==> src/rtl/program_loader_if.sv <==
// Nibble stream into the loader and instruction-memory write bus out of it.
// The loader connects through the slave modport, the feeding side through master.
interface program_loader_if;
  logic [3:0]  nibble_in;
  logic        nibble_valid;
  logic        nibble_ready;
  logic [15:0] mem_address;
  logic [15:0] mem_data;
  logic        mem_wren;

  modport master (
    output nibble_in, nibble_valid,
    input  nibble_ready, mem_address, mem_data, mem_wren
  );

  modport slave (
    input  nibble_in, nibble_valid,
    output nibble_ready, mem_address, mem_data, mem_wren
  );
endinterface

==> src/rtl/program_loader.sv <==
// Assembles MSB-first nibbles into 16-bit words and writes them to instruction
// memory from address 0, stopping on a HALT word or when DEPTH words are written.
//
// state   | meaning
// IDLE    | waiting for start after reset
// COLLECT | accepting nibbles of the current word
// WRITE   | one-cycle memory write of the assembled word
// DONE    | session over; results held until the next start
module program_loader #(
  parameter int DEPTH       = 256,
  parameter int HALT_DETECT = 1
) (
  input  logic               clock,
  input  logic               reset,
  input  logic               start,
  program_loader_if.slave    bus,
  output logic               busy,
  output logic               done,
  output logic               overflow,
  output logic [15:0]        word_count
);

  localparam logic [15:0] LAST_ADDR = 16'(DEPTH - 1);

  typedef enum logic [1:0] {IDLE, COLLECT, WRITE, DONE} state_t;

  state_t      state, state_next;
  logic [1:0]  nib_idx;
  logic [11:0] partial;
  logic [15:0] address;
  logic [15:0] data;
  logic        is_halt;
  logic        at_last;
  logic        take_nib;

  assign is_halt  = (HALT_DETECT != 0) && (data[15:14] == 2'b11) && (data[7:4] == 4'hF);
  assign at_last  = (address == LAST_ADDR);
  assign take_nib = (state == COLLECT) && bus.nibble_valid;

  assign bus.mem_address = address;
  assign bus.mem_data    = data;

  always_ff @(posedge clock) begin
    if (reset) state <= IDLE;
    else       state <= state_next;
  end

  always_comb begin
    state_next       = state;
    bus.nibble_ready = 1'b0;
    bus.mem_wren     = 1'b0;
    busy             = 1'b0;
    done             = 1'b0;
    case (state)
      IDLE: begin
        if (start) state_next = COLLECT;
      end
      COLLECT: begin
        bus.nibble_ready = 1'b1;
        busy             = 1'b1;
        if (take_nib && nib_idx == 2'd3) state_next = WRITE;
      end
      WRITE: begin
        bus.mem_wren = 1'b1;
        busy         = 1'b1;
        if (is_halt || at_last) state_next = DONE;
        else                    state_next = COLLECT;
      end
      DONE: begin
        done = 1'b1;
        if (start) state_next = COLLECT;
      end
      default: state_next = IDLE;
    endcase
  end

  // The address saturates at the last word; the count still records every write.
  always_ff @(posedge clock) begin
    if (reset) begin
      nib_idx    <= 2'd0;
      partial    <= 12'h000;
      address    <= 16'h0000;
      data       <= 16'h0000;
      word_count <= 16'h0000;
      overflow   <= 1'b0;
    end else begin
      case (state)
        IDLE, DONE: begin
          if (start) begin
            nib_idx    <= 2'd0;
            partial    <= 12'h000;
            address    <= 16'h0000;
            word_count <= 16'h0000;
            overflow   <= 1'b0;
          end
        end
        COLLECT: begin
          if (take_nib) begin
            nib_idx <= nib_idx + 2'd1;
            if (nib_idx == 2'd3) data    <= {partial, bus.nibble_in};
            else                 partial <= {partial[7:0], bus.nibble_in};
          end
        end
        WRITE: begin
          word_count <= word_count + 16'd1;
          if (!at_last) address <= address + 16'd1;
          overflow <= at_last && !is_halt;
        end
        default: ;
      endcase
    end
  end

endmodule

==> src/flat_wrapper.sv <==
// flat-port wrapper written by rule: the top's interface ports become plain ports
module program_loader_flat 
#(
  parameter int DEPTH       = 256,
  parameter int HALT_DETECT = 1
)
  (clock, reset, start, busy, done, overflow, word_count, bus_nibble_in, bus_nibble_valid, bus_nibble_ready, bus_mem_address, bus_mem_data, bus_mem_wren);
  program_loader_if bus_i ();
  input  logic clock;
  input  logic reset;
  input  logic start;
  output logic busy;
  output logic done;
  output logic overflow;
  output logic [15:0] word_count;
  input wire logic [$bits(bus_i.nibble_in)-1:0] bus_nibble_in;
  input wire logic [$bits(bus_i.nibble_valid)-1:0] bus_nibble_valid;
  output wire logic [$bits(bus_i.nibble_ready)-1:0] bus_nibble_ready;
  output wire logic [$bits(bus_i.mem_address)-1:0] bus_mem_address;
  output wire logic [$bits(bus_i.mem_data)-1:0] bus_mem_data;
  output wire logic [$bits(bus_i.mem_wren)-1:0] bus_mem_wren;
  assign bus_i.nibble_in = bus_nibble_in;
  assign bus_i.nibble_valid = bus_nibble_valid;
  assign bus_nibble_ready = bus_i.nibble_ready;
  assign bus_mem_address = bus_i.mem_address;
  assign bus_mem_data = bus_i.mem_data;
  assign bus_mem_wren = bus_i.mem_wren;
  program_loader #(.DEPTH(DEPTH), .HALT_DETECT(HALT_DETECT)) u_core (.clock(clock), .reset(reset), .start(start), .bus(bus_i), .busy(busy), .done(done), .overflow(overflow), .word_count(word_count));
endmodule
==> config.mk <==
export PLATFORM = sky130hd
export DESIGN_NAME = program_loader_flat
export DESIGN_NICKNAME = d
export VERILOG_FILES = /design/src/rtl/program_loader_if.sv /design/src/rtl/program_loader.sv /design/src/flat_wrapper.sv
export SDC_FILE = /design/constraint.sdc
export NUM_CORES = 1
export LEC_CHECK = 0
export ABC_AREA = 1
export CAP_MARGIN = 20
export CORE_ASPECT_RATIO = 1.1
export CORE_MARGIN = 2
export CORE_UTILIZATION = 45
export DETAILED_ROUTE_END_ITERATION = 6
export GPL_ROUTABILITY_DRIVEN = 1
export PLACE_DENSITY_LB_ADDON = 0.25
export SLEW_MARGIN = 20
export SYNTH_ARGS = -nofsm -noshare
export SYNTH_HDL_FRONTEND = slang
export SYNTH_SLANG_ARGS = --single-unit
==> constraint.sdc <==
create_clock -name clock -period 3.4 [get_ports clock]
set_input_delay 0.68 -clock clock [delete_from_list [all_inputs] [get_ports clock]]
set_output_delay 0.68 -clock clock [all_outputs]
set_load 0.03 [all_outputs]
# Word-level counts from Yosys, hierarchy flattened
# Cells that the tools add are included.
dict set report totals {
  memories 0
  latchBits 0
  out_inout_bits 53
  reg_bits 65
  ram_bits 0
  romBits 0
}
dict set report classes {
  shift 0
  div_mod_pow 0
  reduce_logical 17
  muxes 21
  n_mul 0
  magnitude_cmp 0
  n_bitwise 0
  n_addsub 3
  eq_ne 12
}
# operator n
set ops {}
lappend ops {{16-bit one-hot mux with 2 select lines} 2}
lappend ops {{12-bit two-way mux} 3}
lappend ops {{16-bit by 1-bit adder with 16-bit output, second input constant} 2}
lappend ops {{16-bit two-way mux} 2}
lappend ops {{12-bit one-hot mux with 2 select lines} 1}
lappend ops {{16-bit by 8-bit equality test with 1-bit output, second input constant} 1}
lappend ops {{2-bit two-way mux} 5}
lappend ops {{3-bit AND reduction} 3}
lappend ops {{2-bit equality test, second input constant} 4}
lappend ops {{2-bit != test, second input constant} 3}
lappend ops {{2-bit one-hot mux with 3 select lines} 1}
lappend ops {{1-bit two-way mux} 5}
lappend ops {{4-bit equality test, second input constant} 1}
lappend ops {{1-bit logical AND} 4}
lappend ops {{2-bit by 1-bit != test with 1-bit output, second input constant} 2}
lappend ops {{2-bit one-hot mux with 2 select lines} 1}
lappend ops {{2-bit AND reduction} 2}
lappend ops {{4-bit AND reduction} 1}
lappend ops {{2-bit nonzero test} 2}
lappend ops {{2-bit OR reduction} 2}
lappend ops {{2-bit by 1-bit adder with 2-bit output, second input constant} 1}
lappend ops {{2-bit by 1-bit equality test with 1-bit output, second input constant} 1}
lappend ops {{2-bit zero test} 1}
lappend ops {{1-bit one-hot mux with 2 select lines} 1}
lappend ops {{2 further kinds} 2}

# Depth between registers and ports, before layout
dict set report depth {
  depth_word 5
  depth_mapped 11
  mapped_depth_nobuf 11
}

# Worst setup path after synthesis
# Ideal clock, no wire load.
dict set report synth_timing {
  path_kind {register -> register}
  startpoint {reg u_core.state[0]}
  endpoint {reg u_core.word_count[7]}
  setup_ps 137
  required_time_ps 3263
  t_arrival_ps 1698
  stages_incl_launch_ff 11
  path_slack_ps 1565
  path_cell_list {dfxtp_1 -> inv_1 -> ha_1 -> inv_2 -> o21ai_4 -> inv_2 -> o21ai_2 -> inv_2 -> buf_6 -> o21ai_1 -> a21oi_1}
}
dict set report synth_via {
  elab_chain_len 4
}
# item line
set synth_rtl {}
lappend synth_rtl {{from (decl)} program_loader.sv:27} ;# state_t state, state_next;
lappend synth_rtl {{from (signal assigned)} program_loader.sv:45} ;# else state <= state_next;
lappend synth_rtl {{2-bit equality test or 2-bit zero test (tied branches)} program_loader.sv:87} ;# case (state)
lappend synth_rtl {{2-bit OR reduction (no source line)} -}
lappend synth_rtl {{2-bit by 1-bit != test with 1-bit output (no source line) or 2-bit nonzero test (tied branches)} -}
lappend synth_rtl {{2-bit AND reduction (no source line)} -}
lappend synth_rtl {{to (signal assigned)} program_loader.sv:105} ;# word_count <= word_count + 16'd1;
lappend synth_rtl {{to (decl)} program_loader.sv:20} ;# output logic [15:0] word_count
# Parallel ways exist; a longest one is shown, timed or not.
# A chain may end at the register's enable or synchronous reset.

# Worst setup path in the final report
dict set report layout_timing {
  startpoint {reg u_core.state[0]}
  endpoint {out busy}
}
dict set report layout_via {
  elab_chain_len 3
}
# item line
set layout_rtl {}
lappend layout_rtl {{2-bit equality test or 2-bit by 1-bit equality test with 1-bit output (tied branches)} program_loader.sv:54} ;# case (state)
lappend layout_rtl {{2-bit OR reduction (no source line) *} -}
lappend layout_rtl {{1-bit two-way mux *} program_loader.sv:54}
lappend layout_rtl {{to (decl)} flat_wrapper.sv:12} ;# output logic busy;
# Mark *: on every way between the ends. The rest lies on a longest branch, timed or not.

==> results_dict.tcl <==
set metrics [dict create \
    critPathMaxFanout 4 \
    fp.dieH_um 92.0 \
    syn_avg_cell_area_um2 6.61 \
    drt_iter0_markers 133 \
    grt_max_degree 30 \
    max_stage_delay_ps 680 \
    period_share_pct 78.6 \
    ys_types 28 \
    rsz0062_at_grt "false" \
    switching_share_pct 39.2 \
    cts_resized 0 \
    area_delta_synth_final_pct 27.9 \
    mostFrequentLayoutCells "nand2_1, nor2_1, dfxtp_1" \
    wl_per_cell_um 12.0 \
    root_buffer "clkbuf_8" \
    pwr-share-seq_pct 35.4 \
    intPower_mw 1.55 \
    hpwl_mm 5.29 \
    grt_overflow 0 \
    synthTopCellsByArea "dfxtp_1, nand2_1, nor2_1" \
    final_nets 553 \
    syn_inst 479 \
    dpl.cell_count 612 \
    vias 3177 \
    initial_utilization_pct 45.7 \
    nFillCells 662 \
    yosysTopAreaCell "dfxtp_1" \
    syn-num-nets 494 \
    skew_ps 10.2 \
    arrival_ps 1990 \
    power_density_nw_per_um2 628 \
    power_mw 2.54 \
    p_comb_share_pct 35.4 \
    clock_latency_ps 350 \
    drc 0 \
    synth_top_area_share_pct 41.1 \
    maxCapViolCount 0 \
    period_minus_slack_ps 2670 \
    drt_first_pass_iters 4 \
    worst_hold_path_type "flip-flop to flip-flop" \
    synth_seq_cells 65 \
    path_cells "inv_1, ha_1, inv_1, clkdlybuf4s50_1" \
    cp-start-kind "flip-flop" \
    die_area_um2 7720 \
    crit_top_cell "inv_1" \
    grt_usage_pct 20.8 \
    yosysSeqAreaShare_pct 41.1 \
    fmax_mhz 374 \
    grt_pass1_wl_mm 13.1 \
    cts_hold_buf 0 \
    ant_nets 0 \
    tns_ps 0 \
    clockBufferDepth 2 \
    finalHoldViolCount 0 \
    slowest_stage "clkdlybuf4s50_1" \
    grt_pass1_vias 2925 \
    ir_drop_mv 0.329 \
    crit_family "buffers and inverters" \
    max-slew-margin-rel_pct 68.0 \
    utilization_pct 58.5 \
    ys.flop_type "dfxtp_1" \
    ios 61 \
    finalHoldWorstSlack_ps 471 \
    final_common_cell "nand2_1" \
    multi_input_area_um2 1560 \
    syn_area_um2 3170 \
    core-area_um2 6930 \
    post_cts.repair.setup_buffers 0 \
    htreeDepth 3 \
    clock_sinks 65 \
    io_buffers 60 \
    clockPowerShare_pct 29.3 \
    wl_mm 7.52 \
    path_buf_inv 3 \
    diodes 0 \
    seq_area_um2 1300 \
    setup.worst_path.end_class "output pin" \
    synth_edf_count 0 \
    async_flop_share_pct 0 \
    yosys_warnings 0 \
    drv_slew 0 \
    final_cells 628 \
    drive_above_1_share_pct 5.52 \
    antenna_found_initial 0 \
    rows 32 \
    cts_buffers 9 \
    power.switching_mw 0.997 \
    cp.required_ps 2720 \
    p_leak_nw 1.70 \
    vias_per_cell 5.06 \
    die_w_um 84.0 \
    gp_congestion 0.855 \
    setup_violations 0 \
    tightest_slew_ps 479 \
    criticalPathCategory "flip-flop to output pin" \
    cts_tree "built" \
    status "finished, final reports clean" \
    cts.reportedPaths.clkPinSlew_ps 70 \
]
==> per-layer routing <==
metal	part of all wire [%]	vias up	global-route usage, %
met2	48	70	34.5
met4	2.3	0	10.5
met3	4.4	15	3.96
met5	0	-	0
met1	46	1439	25.6
li1	-	1653	-
==> cells in the mapped netlist, types with 2 or more instances <==
| library cell | count |
|---|---|
| clkbuf_1 | 9 |
| buf_6 | 2 |
| o21bai_1 | 3 |
| dfxtp_1 | 65 |
| o21ai_0 | 29 |
| nor3_1 | 7 |
| buf_2 | 3 |
| inv_2 | 4 |
| a21oi_1 | 32 |
| nand2_1 | 110 |
| inv_1 | 54 |
| nand3_1 | 32 |
| nor2_1 | 90 |
| ha_1 | 7 |
| a31oi_1 | 2 |
| o21ai_1 | 3 |
| buf_1 | 2 |
| nand4_1 | 15 |
==> power groups by stage <==
| stage | Clock, mW | Sequential [mW] | Combinational [mW] |
|---|---|---|---|
| floorplan | 0 | 0.982 | 0.592 |
| global placement | 0 | 0.912 | 0.878 |
| detailed placement | 0 | 0.915 | 0.898 |
| CTS | 0.760 | 0.898 | 0.905 |
| global route | 0.792 | 0.911 | 1.01 |
| finish | 0.745 | 0.900 | 0.900 |
==> worst paths after layout <==
kind,from,cells after the start,slack (ps),to
worst max-delay path,u_core.state[0],4,730,busy
worst min-delay path,u_core.nib_idx[1],2,470,u_core.nib_idx[1]
worst max register to register,u_core.state[0],8,1190,u_core.partial[9]
worst min register to register,u_core.nib_idx[1],2,470,u_core.nib_idx[1]
==> worst register-to-register path: stages (launching register included) <==
cell	delay, ps
dfxtp_1	400
inv_1	80
ha_1	380
nand2_1	130
nand2_1	80
nand3_1	350
inv_1	450
nand3_1	130
a21oi_1	140
==> stage by stage <==
step,instance area (um2),setup slack (ps)
after detailed placement,3820,909
after global placement,3820,994
after CTS,4050,698
after global routing,4050,598
final,4050,729
after floorplan,3170,1560
==> kinds of logic after synthesis <==
logic type	synth area share, %
buffers and inverters	9.72
and+or+nand+nor	33.9
adders and majority gates	2.77
DFF	41.1
AOI/OAI and AO/OA	12.5
==> cell type report <==
class / instances / area share [%]
well taps: 85 / 2.63
multi-input cells: 338 / 38.4
clock inverters: 6 / 2.19
clock buffers: 10 / 3.40
flip-flops and latches: 65 / 32.1
inverters: 59 / 5.47
repair buffers: 65 / 15.8
==> flip-flops by register name (all words and copies together), names as in the netlist <==
| register | flops |
|---|---|
| u_core.nib_idx | 2 |
| u_core.overflow | 1 |
| u_core.bus.mem_address | 16 |
| u_core.word_count | 16 |
| u_core.bus.mem_data | 16 |
| u_core.partial | 12 |
| u_core.state | 2 |
(Power assumes the default switching activity.)
